`config.mk`:
```
export PLATFORM = sky130hd
export DESIGN_NAME = rgb_channel_fader
export DESIGN_NICKNAME = d
export VERILOG_FILES = /design/src/rtl/rgb_fade_pkg.sv /design/src/rtl/rgb_fade_channel.sv /design/src/rtl/rgb_channel_fader.sv
export SDC_FILE = /design/constraint.sdc
export NUM_CORES = 1
export LEC_CHECK = 0
export BUFFER_PORTS_ARGS = -buffer_cell sky130_fd_sc_hd__buf_2
export CAP_MARGIN = 10
export CORE_MARGIN = 4
export CORE_UTILIZATION = 35
export CTS_CLUSTER_DIAMETER = 30
export DETAILED_ROUTE_END_ITERATION = 8
export GPL_TIMING_DRIVEN = 0
export HOLD_SLACK_MARGIN = 0.15
export PLACE_DENSITY = 0.61
export SYNTH_ARGS = -nofsm -noshare
export SYNTH_HDL_FRONTEND = slang
export SYNTH_SLANG_ARGS = --single-unit
```
`constraint.sdc`:
```
create_clock -name clk -period 11.18 [get_ports clk]
set_input_delay 3.354 -clock clk [delete_from_list [all_inputs] [get_ports clk]]
set_output_delay 3.354 -clock clk [all_outputs]
set_load 0.03 [all_outputs]
```
`src/rtl/rgb_fade_pkg.sv`:
```
// Shared types and width helpers for the per-channel RGB fader.
package rgb_fade_pkg;

  typedef enum logic [1:0] {
    OFF       = 2'd0,
    RAMP_UP   = 2'd1,
    ON        = 2'd2,
    RAMP_DOWN = 2'd3
  } fade_state_e;

  // Unity gain for a given gain resolution
  function automatic int unsigned gmax(input int unsigned gain_w);
    return 32'd1 << gain_w;
  endfunction

  // Product width: pixel times a gain that can reach 2**gain_w
  function automatic int unsigned prod_w(input int unsigned data_w, input int unsigned gain_w);
    return data_w + gain_w + 1;
  endfunction

  localparam int unsigned DEF_DATA_W = 4;
  localparam int unsigned DEF_GAIN_W = 4;
  localparam int unsigned DEF_PROD_W = DEF_DATA_W + DEF_GAIN_W + 1;

endpackage

```
`src/rtl/rgb_fade_channel.sv`:
```
// One colour channel: switch synchroniser, gain FSM and 2-stage scaler.
module rgb_fade_channel
  import rgb_fade_pkg::*;
#(
  parameter int unsigned DATA_W  = DEF_DATA_W,
  parameter int unsigned GAIN_W  = DEF_GAIN_W,
  parameter int unsigned FADE_EN = 1
) (
  input  logic              clk,
  input  logic              reset_n,
  input  logic              sw_raw,
  input  logic              step,
  input  logic [DATA_W-1:0] in_data,
  input  logic              valid_s1,
  output logic [DATA_W-1:0] out_data,
  output logic              busy_next
);

  localparam int unsigned PROD_W = prod_w(DATA_W, GAIN_W);
  localparam logic [GAIN_W:0] G_MAX  = (GAIN_W+1)'(gmax(GAIN_W));
  localparam logic [GAIN_W:0] G_ONE  = (GAIN_W+1)'(1);
  localparam logic [GAIN_W:0] G_ZERO = '0;

  logic              sync_q1;
  logic              sw_s;
  fade_state_e       state, state_nxt;
  logic [GAIN_W:0]   gain, gain_nxt;
  logic [PROD_W-1:0] prod;
  logic [PROD_W-1:0] shifted;
  logic              unused_prod_lo;

  // Two-flop synchroniser for the raw switch
  always_ff @(posedge clk or negedge reset_n) begin
    if (!reset_n) begin
      sync_q1 <= 1'b0;
      sw_s    <= 1'b0;
    end else begin
      sync_q1 <= sw_raw;
      sw_s    <= sync_q1;
    end
  end

  // Gain/state register
  always_ff @(posedge clk or negedge reset_n) begin
    if (!reset_n) begin
      state <= OFF;
      gain  <= '0;
    end else begin
      state <= state_nxt;
      gain  <= gain_nxt;
    end
  end

  // Next gain/state, evaluated only on step cycles
  always_comb begin
    state_nxt = state;
    gain_nxt  = gain;
    if (step) begin
      if (FADE_EN == 0) begin
        gain_nxt  = sw_s ? G_MAX : G_ZERO;
        state_nxt = sw_s ? ON : OFF;
      end else begin
        unique case (state)
          OFF: if (sw_s) begin
            gain_nxt  = G_ONE;
            state_nxt = (G_ONE == G_MAX) ? ON : RAMP_UP;
          end
          ON: if (!sw_s) begin
            gain_nxt  = G_MAX - G_ONE;
            state_nxt = (gain_nxt == G_ZERO) ? OFF : RAMP_DOWN;
          end
          RAMP_UP, RAMP_DOWN: begin
            if (sw_s) begin
              gain_nxt  = (gain < G_MAX) ? gain + G_ONE : G_MAX;
              state_nxt = (gain_nxt == G_MAX) ? ON : RAMP_UP;
            end else begin
              gain_nxt  = (gain > G_ZERO) ? gain - G_ONE : G_ZERO;
              state_nxt = (gain_nxt == G_ZERO) ? OFF : RAMP_DOWN;
            end
          end
          default: begin
            state_nxt = OFF;
            gain_nxt  = '0;
          end
        endcase
      end
    end
  end

  assign busy_next = (state_nxt == RAMP_UP) || (state_nxt == RAMP_DOWN);

  // Stage 1: scale by the post-update gain so a step applies to the same-cycle pixel
  always_ff @(posedge clk or negedge reset_n) begin
    if (!reset_n) prod <= '0;
    else          prod <= PROD_W'(in_data) * PROD_W'(gain_nxt);
  end

  assign shifted        = prod >> GAIN_W;
  assign unused_prod_lo = ^prod[GAIN_W-1:0];

  // Stage 2: drop the fraction and force blanking to zero
  always_ff @(posedge clk or negedge reset_n) begin
    if (!reset_n)                       out_data <= '0;
    else if (!valid_s1)                 out_data <= '0;
    else if (|shifted[PROD_W-1:DATA_W]) out_data <= '1;
    else                                out_data <= shifted[DATA_W-1:0];
  end

endmodule

```
`src/rtl/rgb_channel_fader.sv`:
```
// Frame-synchronous per-channel fader between pixel generator and VGA pins.
module rgb_channel_fader
  import rgb_fade_pkg::*;
#(
  parameter int unsigned NUM_CH      = 3,
  parameter int unsigned DATA_W      = DEF_DATA_W,
  parameter int unsigned GAIN_W      = DEF_GAIN_W,
  parameter int unsigned STEP_FRAMES = 1,
  parameter int unsigned FADE_EN     = 1,
  parameter bit          SYNC_RST    = 1'b1
) (
  input  logic                     clk,
  input  logic                     reset_n,
  input  logic [NUM_CH-1:0]        sw_en,
  input  logic                     frame_start,
  input  logic                     in_valid,
  input  logic                     in_hsync,
  input  logic                     in_vsync,
  input  logic [NUM_CH*DATA_W-1:0] in_pixel,
  output logic                     out_valid,
  output logic                     out_hsync,
  output logic                     out_vsync,
  output logic [NUM_CH*DATA_W-1:0] out_pixel,
  output logic                     fade_busy
);

  localparam int unsigned CNT_W = (STEP_FRAMES > 1) ? $clog2(STEP_FRAMES) : 1;
  localparam logic [CNT_W-1:0] CNT_LAST = CNT_W'(STEP_FRAMES - 1);

  logic [CNT_W-1:0]  frame_cnt;
  logic              step;
  logic              valid_s1, hsync_s1, vsync_s1;
  logic [NUM_CH-1:0] busy_next;

  assign step = frame_start && (frame_cnt == CNT_LAST);

  // Frame counter dividing frame_start down to gain steps
  always_ff @(posedge clk or negedge reset_n) begin
    if (!reset_n)         frame_cnt <= '0;
    else if (step)        frame_cnt <= '0;
    else if (frame_start) frame_cnt <= frame_cnt + 1'b1;
  end

  // Valid/sync delay line matching the 2-stage scaler
  always_ff @(posedge clk or negedge reset_n) begin
    if (!reset_n) begin
      valid_s1  <= 1'b0;
      hsync_s1  <= SYNC_RST;
      vsync_s1  <= SYNC_RST;
      out_valid <= 1'b0;
      out_hsync <= SYNC_RST;
      out_vsync <= SYNC_RST;
    end else begin
      valid_s1  <= in_valid;
      hsync_s1  <= in_hsync;
      vsync_s1  <= in_vsync;
      out_valid <= valid_s1;
      out_hsync <= hsync_s1;
      out_vsync <= vsync_s1;
    end
  end

  // Busy flag registered from the post-update channel states
  always_ff @(posedge clk or negedge reset_n) begin
    if (!reset_n) fade_busy <= 1'b0;
    else          fade_busy <= |busy_next;
  end

  for (genvar c = 0; c < NUM_CH; c++) begin : g_ch
    rgb_fade_channel #(
      .DATA_W  (DATA_W),
      .GAIN_W  (GAIN_W),
      .FADE_EN (FADE_EN)
    ) u_ch (
      .clk       (clk),
      .reset_n   (reset_n),
      .sw_raw    (sw_en[c]),
      .step      (step),
      .in_data   (in_pixel[c*DATA_W +: DATA_W]),
      .valid_s1  (valid_s1),
      .out_data  (out_pixel[c*DATA_W +: DATA_W]),
      .busy_next (busy_next[c])
    );
  end

endmodule

```
; Word-level counts from Yosys, hierarchy flattened
; Cells that the tools add are included.
[word_totals]
regBits = 74
in_bits = 21
out_inout_bits = 16
word_cells = 126
[op_classes]
n_addsub = 7
mul = 3
order_cmp = 6
n_eq_ne = 18
n_mux = 50
n_bitwise = 1
reduce_logical = 15
[ops]
columns = operator, n
row1 = $mux 5, 18
row2 = $pmux 5 s3, 3
row3 = $mux 2, 18
row4 = $mul 4x5->9, 3
row5 = $mux 4, 6
row6 = $eq 2x2->1 const B, 9
row7 = $pmux 2 s3, 3
row8 = $add 5x1->5 const B, 3
row9 = $eq 5x5->1 const B, 3
row10 = $gt 5x1->1 const B, 3
row11 = $logic_not 5->1, 3
row12 = $lt 5x5->1 const B, 3
row13 = $sub 5x1->5 const B, 3
row14 = $eq 2x1->1 const B, 6
row15 = $logic_not 2->1, 3
row16 = $reduce_or 2->1, 3
row17 = $logic_or 1x1->1, 3
row18 = $reduce_or 3->1, 1
row19 = $mux 1, 2
row20 = $reduce_bool 2->1, 1
row21 = $add 1x1->1 const B, 1
row22 = $logic_and 1x1->1, 1
row23 = $not 1->1, 1

; Longest topological paths before layout
; Gate-level depths: netlist (run 1).
[logic_depth]
depth_word = 10
mapped_depth = 18

; Hierarchy
; From an unflattened synthesis (run 1), not the netlist that was laid out.
[hier_totals]
hier_cells = 528
hier_area_um2 = 4904.7
[by_module_without_submodules]
columns = mod, n_inst, cells_per_inst, area_per_inst_um2
row1 = rgb_fade_channel at g_ch[1].u_ch ..., 2, 172, 1552.7
row2 = rgb_fade_channel at g_ch[0].u_ch, 1, 173, 1575.3
row3 = rgb_channel_fader, 1, 11, 224.0

; Least setup slack after synthesis (run 1)
; Ideal clock, no wire load.
[synth_timing]
path_kind = input -> register
from = input port frame_start
to = register g_ch[2].u_ch.prod[8]
t_arrival_ps = 6639
required_time_ps = 11100
path_slack_ps = 4461
stages = 16
path_buffers = 1
cell_sequence = nor2b_1 > buf_2 > a2bb2oi_1 > o211a_1 > and2_1 > fa_1 > inv_1 > fa_1 > inv_1 > ha_1 > a21o_1 > a21o_1 > a21oi_1 > o31ai_1 > a21oi_1 > xnor2_1
[synth_between]
elab_chain_cells = 3
[synth_rtl]
columns = item, line_no
row1 = "start, declared", rgb_channel_fader.sv:15  ; input logic frame_start,
row2 = $logic_and 1x1->1, rgb_channel_fader.sv:35  ; assign step = frame_start && (frame_cnt == CNT_LAST);
row3 = $mux 5, rgb_fade_channel.sv:58  ; if (step) begin
row4 = net g_ch[2].u_ch.gain_nxt[1], rgb_fade_channel.sv:27  ; logic [GAIN_W:0] gain, gain_nxt;
row5 = $mul 4x5->9, rgb_fade_channel.sv:95  ; else prod <= PROD_W'(in_data) * PROD_W'(gain_nxt);
row6 = "end signal, assigned", rgb_fade_channel.sv:95
row7 = "end, declared", rgb_fade_channel.sv:28  ; logic [PROD_W-1:0] prod;
; The timed path passes the listed nets, and every way through them passes these cells.
; A chain may end at the register's enable or synchronous reset.

; Worst setup path after layout (run 1)
[layout_timing]
from = input port frame_start
to = register g_ch[0].u_ch.prod[8]
[layout_between]
elab_chain_cells = 3
[layout_rtl]
columns = item, line_no
row1 = $logic_and 1x1->1, rgb_channel_fader.sv:35
row2 = $mux 5, rgb_fade_channel.sv:58
row3 = net g_ch[0].u_ch.gain_nxt[2], rgb_fade_channel.sv:27
row4 = $mul 4x5->9, rgb_fade_channel.sv:95
row5 = "end signal, assigned", rgb_fade_channel.sv:95
row6 = "end, declared", rgb_fade_channel.sv:28
; The timed path passes the listed nets, and every way through them passes these cells.

==> summary.md, run 1 <==
| Metric | Value |
|---|---|
| Max Cap Viol | 0 |
| Post-Synth Adder-Cell Area | 0.182 |
| Overflow after GRT | 0 |
| Hold_buf cts | 0 |
| Logic pwr share | 0.583 |
| Syn_area_per_cell | 9.58 um2 |
| DPL Wire Length | 7480 um |
| CTS buffer count | 9 |
| WS Path Type | input pin to flop |
| Initial DRC count | 156 |
| RSZ-0062 raised after global routing | false |
| Post-Place Cells | 676 |
| Clock share of power | 0.194 |
| CTS tree | done |
| Post-synthesis sequential area ratio | 0.348 |
| CTS Buffer Depth | 2 |
| Starting density of the core | 0.356 |
| Global-route wire length before repair | 17400 um |
| Sw frac | 0.428 |
| Detailed-route via count | 3564 |
| Clk Latency, worst-skew pair | 0.33 ns |
| FMAX | 141 MHz |
| Multiplexer area fraction after synthesis | 0.00895 |
| Flop pwr share | 0.223 |
| YS warnings | 0 |
| Area leader, netlist | dfrtp_1 |
| Net Switching | 698 uW |
| Leak | 2.52 nW |
| Normalized max-slew margin | 0.589 |
| Post-synth EDFFs | 0 |
| Post-route setup slack | 4.10 ns |
| Multi-input gate area | 0.00269 mm2 |
| Worst-margin pin slew | 0.611 ns |
| Largest family of logic cells by synthesized area | compound AO/OA/AOI/OAI gates |
| Pre-Repair DR Iteration Count | 5 |
| Die H | 121 um |
| Critical Path Slowest Stage Cell | fa_1 |
| Cells after synthesis | 467 |
| Drt wl/cell | 13.9 um |
| Total track usage | 0.145 |
| Synth unique cells | 67 |
| Flops & latches, synth | 62 |
| FF+latch area | 0.00156 mm2 |
| Ratio of cells with drive above 1 in the final layout | 0.137 |
| Design Area, Final | 0.00523 mm2 |
| Worst EP required | 11.39 ns |
| Worst hold path class | flop to flop |
| Detail Route Antenna Nets | 0 |
| Post-synth top area share | 0.324 |
| Final setup viols | 0 |
| Startpoint types | input pin |
| Area of the mapped netlist | 0.00448 mm2 |
| Final worst path period share | 0.634 |
| Pre-CTS WS | 3.75 ns |
| GP Congestion | 0.894 |
| Syn Nets | 544 |
| Vias per cell | 5.16 |
| Non-Filler Instances | 691 |
| Final hold slack | 0.347 ns |
| Antenna violations before repair | 0 |
| Slowest stage delay, CP | 0.54 ns |
| Fin nets | 592 |
| Post-synthesis compound-gate area fraction | 0.202 |
| Worst VDD drop | 0.153 mV |
| Placed Area | 0.00489 mm2 |
| Total power | 1.63 mW |
| Clock sink count | 62 |
| Vias in the first global route | 3668 |
| CP Cell Sequence | buf_2 > nand2b_1 > clkbuf_1 > o21ai_0 > a21oi_1 > o22ai_1 > a21oi_1 > nand2_1 > fa_1 > fa_1 > inv_1 > ha_1 > and4_1 > o2111ai_1 > o211ai_1 > a21oi_1 > xnor2_1 |
| Finished Core Util | 0.416 |
| N_diodes | 0 |
| Top_reg_cell synth | dfrtp_1 |
| H-Tree Level Count | 3 |
| Cell mode on critical path | a21oi_1 |
| Die span in x | 121 um |
| Pins Over Slew Limit | 0 |
| Synthesis-to-finish area growth | 16.8% |
| Root Driver | clkbuf_16 |
| I/O Buffers | 36 |
| Fin Clk Skew | 0.00868 ns |
| Fraction of registers with async set/reset | 1.00 |
| Simple-Gate Fraction of Synth Area | 0.160 |
| I/O pin count | 37 |
| DRC viols | 0 |
| Internal | 934 uW |
| Largest cells by area after synthesis | dfrtp_1, ha_1, fa_1, a21oi_1, and2_1 |
| FILL cells | 1251 |
| Die area | 0.0147 mm2 |
| Final Hold Vio Count | 0 |
| Resized cells post-CTS | 0 |
| Final WL | 9610 um |
| Power Density | 312 mW/mm2 |
| Clock transition at the registers of the reported paths | 0.05 ns |
| Post-synthesis xor/xnor area fraction | 0.0489 |
| # rows | 41 |
| Worst Path Arrival | 7.30 ns |
| Critical Path Sink Type | flop |
| Setup TNS | 0 ns |
| Post-route minimum period | 7.08 ns |
| Largest net degree at the start of global routing | 39 |
| Core Footprint | 0.0126 mm2 |
| Status | finished clean |
| Setup bufs post-CTS | 0 |
| Crit path max fanout | 10 |
## placed cells by master (no fill, tap or decap), types with 3 or more instances in the layout
| cell type | instances |
|---|---|
| clkbuf_1 | 13 |
| nor3_1 | 3 |
| dfstp_2 | 4 |
| nor2b_1 | 6 |
| nor3b_1 | 3 |
| and2_1 | 27 |
| o21a_1 | 14 |
| nand3_1 | 8 |
| o2111ai_1 | 4 |
| xnor2_1 | 14 |
| dfrtp_1 | 58 |
| nand2_1 | 32 |
| a21oi_1 | 35 |
| xor2_1 | 11 |
| inv_1 | 38 |
| mux2i_1 | 4 |
| a21o_1 | 8 |
| nand4_1 | 3 |
| fa_1 | 15 |
| buf_2 | 39 |
| ha_1 | 41 |
| a211oi_1 | 7 |
| nor2_1 | 28 |
| bufinv_16 | 3 |
| o22ai_1 | 7 |
| nand2b_1 | 3 |
| o21ai_0 | 17 |
| clkbuf_16 | 9 |
| and3_1 | 6 |
## synth_stat cells (11+ instances only)
master / count
a21oi_1: 35
and2_1: 27
clkbuf_1: 12
dfrtp_1: 58
fa_1: 15
ha_1: 41
inv_1: 38
nand2_1: 32
nor2_1: 28
o21a_1: 14
o21ai_0: 17
xnor2_1: 14
xor2_1: 11
## power by group through the flow
stage	registers (mW)	logic, mW	clock network [mW]
finish	0.365	0.951	0.317
detailed placement	0.368	0.958	0
CTS	0.365	0.965	0.324
floorplan	0.384	0.729	0
global route	0.377	1.10	0.335
global placement	0.366	0.929	0
## cell type report
cell class / instances / share of cell area
multi-input cells: 347 / 0.514
plain buffers: 18 / 0.0151
flip-flops and latches: 62 / 0.298
clock buffers: 11 / 0.0464
well taps: 172 / 0.0412
clock inverters: 4 / 0.0182
inverters: 40 / 0.0287
repair buffers: 37 / 0.0383
## worst max-delay path, delay by kind of cell
kind	cells	cell delay (ns)
buffers and inverters	3	0.60
AND/OR/NAND/NOR	3	0.53
adder cells (fa/ha/maj)	3	1.27
XOR/XNOR	1	0.13
AO/OA/AOI/OAI	7	1.40
## kinds of logic after synthesis
group                      after synthesis
AOI/OAI and AO/OA                      129
xor gates and xnor gates                25
adders and majority gates               56
buffers and inverters                   58
DFF                                     62
muxes                                    4
and+or+nand+nor                        133
## worst paths after layout
check	end	slack (ns)	startpoint	cells past startpoint
hold / removal	g_ch[2].u_ch.sw_s$_DFF_PN0_	0.35	g_ch[2].u_ch.sync_q1$_DFF_PN0_	0
setup reg to reg	g_ch[2].u_ch.prod[8]$_DFF_PN0_	6.54	g_ch[2].u_ch.gain[0]$_DFF_PN0_	17
max in group asynchronous	out_vsync$_DFF_PN1_	7.48	reset_n	2
setup / recovery	g_ch[0].u_ch.prod[8]$_DFF_PN0_	4.10	frame_start	17
hold reg to reg	g_ch[2].u_ch.sw_s$_DFF_PN0_	0.35	g_ch[2].u_ch.sync_q1$_DFF_PN0_	0
min in group asynchronous	g_ch[0].u_ch.gain[2]$_DFF_PN0_	3.03	reset_n	1
## routing by layer
metal | routed length, um | global-route usage | vias to the layer above
li1 | - | - | 1740
met1 | 4460 | 0.195 | 1730
met2 | 4620 | 0.234 | 81
met3 | 393 | 0.0331 | 13
met4 | 134 | 0.0439 | 0
met5 | 0 | 0 | -
## flip-flops by register name, indices dropped and copies added (netlist names), 3 cells and up
name	flops
g_ch.u_ch.gain	15
g_ch.u_ch.out_data	12
g_ch.u_ch.prod	15
g_ch.u_ch.state	6
g_ch.u_ch.sw_s	3
g_ch.u_ch.sync_q1	3
Power figures use the tool's default switching activity.
==> run 2, diff against run 1 <==
--- a/config.mk
+++ b/config.mk
@@ -13,7 +13,7 @@
 export DETAILED_ROUTE_END_ITERATION = 8
 export GPL_TIMING_DRIVEN = 0
 export HOLD_SLACK_MARGIN = 0.15
-export PLACE_DENSITY = 0.61
+export PLACE_DENSITY = 0.63
 export SYNTH_ARGS = -nofsm -noshare
 export SYNTH_HDL_FRONTEND = slang
 export SYNTH_SLANG_ARGS = --single-unit
==> constraint.sdc (replaced) <==
create_clock -name clk -period 5.9 [get_ports clk]
set_input_delay 1.77 -clock clk [delete_from_list [all_inputs] [get_ports clk]]
set_output_delay 1.77 -clock clk [all_outputs]
set_load 0.03 [all_outputs]
==> summary.md, run 2 (synthesized netlist as in run 1, its figures left out) <==
| Metric | Value |
|---|---|
| Status | finished clean |
| Fin Clk Skew | 0.00222 ns (-0.00646 ns) |
| FILL cells | 1203 (-3.8%) |
| Die span in x | 121 um (unchanged) |
| Global-route wire length before repair | 17100 um (-1.2%) |
| Antenna violations before repair | 0 (unchanged) |
| Clock sink count | 62 (unchanged) |
| Largest net degree at the start of global routing | 40 (+2.6%) |
| Flop pwr share | 0.227 (+0.004) |
| Root Driver | clkbuf_16 |
| Clk Latency, worst-skew pair | 0.32 ns (about the same) |
| CTS buffer count | 9 (unchanged) |
| Pins Over Slew Limit | 0 (unchanged) |
| Critical Path Sink Type | flop |
| Post-route setup slack | 0.406 ns (-3.69 ns) |
| Final setup viols | 0 (unchanged) |
| Setup bufs post-CTS | 0 (unchanged) |
| Largest delay share family, worst path | adder cells |
| Die area | 0.0147 mm2 (unchanged) |
| Vias per cell | 5.18 (+0.42%) |
| Die H | 121 um (unchanged) |
| Fin nets | 592 (unchanged) |
| Leak | 2.50 nW (-0.67%) |
| DRC viols | 0 (unchanged) |
| Pre-Repair DR Iteration Count | 4 (-1) |
| GP Congestion | 0.894 (about the same) |
| WP buf/inv | 5 (+2) |
| Final Hold Vio Count | 0 (unchanged) |
| Clock transition at the registers of the reported paths | 0.05 ns (about the same) |
| Drt wl/cell | 14.3 um (+2.5%) |
| Crit path max fanout | 10 (unchanged) |
| Detailed-route via count | 3584 (+0.56%) |
| I/O pin count | 37 (unchanged) |
| Worst Path Arrival | 5.73 ns (-1.57 ns) |
| Pre-CTS WS | 0.0547 ns (-3.70 ns) |
| Worst-margin pin slew | 0.583 ns (-0.0278 ns) |
| Most frequent cells in the layout | dfrtp_1, ha_1, buf_2 |
| CP Cell Sequence | buf_2 > nor2b_1 > buf_2 > buf_2 > o21ai_0 > nand2_1 > a21oi_1 > fa_1 > inv_1 > fa_1 > inv_1 > ha_1 > a21o_1 > a21o_1 > a21oi_1 > o31ai_1 > a21oi_1 > xnor2_1 |
| Most common cell after layout, fill and taps aside | dfrtp_1 |
| H-Tree Level Count | 3 (unchanged) |
| Detail Route Antenna Nets | 0 (unchanged) |
| Max Cap Viol | 0 (unchanged) |
| Hold_buf cts | 0 (unchanged) |
| Starting density of the core | 0.356 (unchanged) |
| Vias in the first global route | 3637 (-0.85%) |
| Worst EP required | 6.13 ns (-5.26 ns) |
| Setup TNS | 0 ns (unchanged) |
| Slowest stage delay, CP | 0.54 ns (about the same) |
| Overflow after GRT | 0 (unchanged) |
| Final WL | 9870 um (+2.7%) |
| Startpoint types | input pin |
| Worst hold path class | flop to flop |
| Synthesis-to-finish area growth | 16.1% |
| Largest registers | g_ch.u_ch.gain x15, g_ch.u_ch.prod x15, g_ch.u_ch.out_data x12 |
| Normalized max-slew margin | 0.607 (+0.0188) |
| Clock share of power | 0.173 (-0.021) |
| Final worst path period share | 0.931 |
| Net Switching | 1.34 mW (+92%) |
| I/O Buffers | 36 (unchanged) |
| Post-route minimum period | 5.49 ns |
| Total track usage | 0.143 (-0.00225) |
| CTS tree | done |
| Core Footprint | 0.0126 mm2 (unchanged) |
| Resized cells post-CTS | 0 (unchanged) |
| Critical Path Slowest Stage Cell | fa_1 |
| DPL Wire Length | 7610 um (+1.7%) |
| WS Path Type | input pin to flop |
| Worst VDD drop | 0.325 mV (+110%) |
| Sw frac | 0.440 (+0.0122) |
| CTS Buffer Depth | 2 (unchanged) |
| Internal | 1.70 mW (+83%) |
| N_diodes | 0 (unchanged) |
| Power Density | 586 mW/mm2 (+88%) |
| Initial DRC count | 227 (+46%) |
| FMAX | 182 MHz |
| Logic pwr share | 0.600 (+0.017) |
| RSZ-0062 raised after global routing | false |
| # rows | 41 (unchanged) |
| Ratio of cells with drive above 1 in the final layout | 0.138 (+0.00166) |
run 2: cell count changes in the layout (fill, tap and decap cells not counted):
| cell | delta |
|---|---|
| clkinvlp_4 | +1 |
| clkbuf_2 | +1 |
| clkbuf_8 | +1 |
| bufinv_16 | -2 |
run 2: area by class of cell:
cell class                      instances  area [um2]  area share
Multi-Input combinational cell        347        2690       0.518
Sequential cell                        62        1560       0.300
Clock buffer                           13         260      0.0501
Tap cell                              172         215      0.0414
Timing Repair Buffer                   37         200      0.0385
Inverter                               40         150      0.0289
Buffer                                 18        80.1      0.0154
Clock inverter                          3        42.5     0.00819
run 2: metal layers:
layer,vias to the layer above,global-route usage,share of wire
met2,76,0.238,0.49
met3,12,0.0340,0.042
met4,0,0.0425,0.014
met5,-,0,0
li1,1739,-,-
met1,1757,0.185,0.46
run 2: through the flow:
stage | area, um2 | utilization | std cells | total power [mW] | hold slack [ns]
CTS | 5190 | 0.413 | 692 | 3.08 | 0.351
floorplan | 4480 | - | 467 | 2.11 | 0.331
detailed placement | 4890 | 0.389 | 676 | 2.52 | 0.340
finish | 5190 | 0.413 | 692 | 3.04 | 0.347
global route | 5190 | 0.413 | 692 | 3.36 | 0.354
global placement | 4870 | 0.388 | 675 | 2.44 | 0.333
run 2: final timing paths:
check,depth (start not counted),endpoint,slack [ns],startpoint
max,18,g_ch[2].u_ch.prod[8]$_DFF_PN0_,0.41,frame_start
min,0,g_ch[1].u_ch.sw_s$_DFF_PN0_,0.35,g_ch[1].u_ch.sync_q1$_DFF_PN0_
max reg2reg,17,g_ch[2].u_ch.prod[8]$_DFF_PN0_,1.20,g_ch[2].u_ch.gain[0]$_DFF_PN0_
min reg2reg,0,g_ch[1].u_ch.sw_s$_DFF_PN0_,0.35,g_ch[1].u_ch.sync_q1$_DFF_PN0_
max in group asynchronous,2,out_hsync$_DFF_PN1_,3.79,reset_n
min in group asynchronous,1,g_ch[0].u_ch.gain[2]$_DFF_PN0_,1.44,reset_n
run 2: power by group through the flow:
stage / logic [mW] / clock network [mW] / registers (mW)
after floorplan: 1.38 / 0 / 0.728
after global placement: 1.75 / 0 / 0.694
after detailed placement: 1.83 / 0 / 0.694
after CTS: 1.85 / 0.546 / 0.690
after global routing: 2.09 / 0.566 / 0.708
final: 1.83 / 0.527 / 0.691
run 2: worst register-to-register path, cell delays in order (launching register included):
cell and delay (ns):
dfrtp_1 0.45, inv_1 0.13, ha_1 0.20, or4b_4 0.50
a221o_2 0.37, o211a_1 0.15, and2_1 0.18, fa_1 0.54
inv_1 0.06, fa_1 0.54, inv_1 0.05, ha_1 0.34
a21o_1 0.23, a21o_1 0.22, a21oi_1 0.14, o31ai_1 0.12
a21oi_1 0.22, xnor2_1 0.16
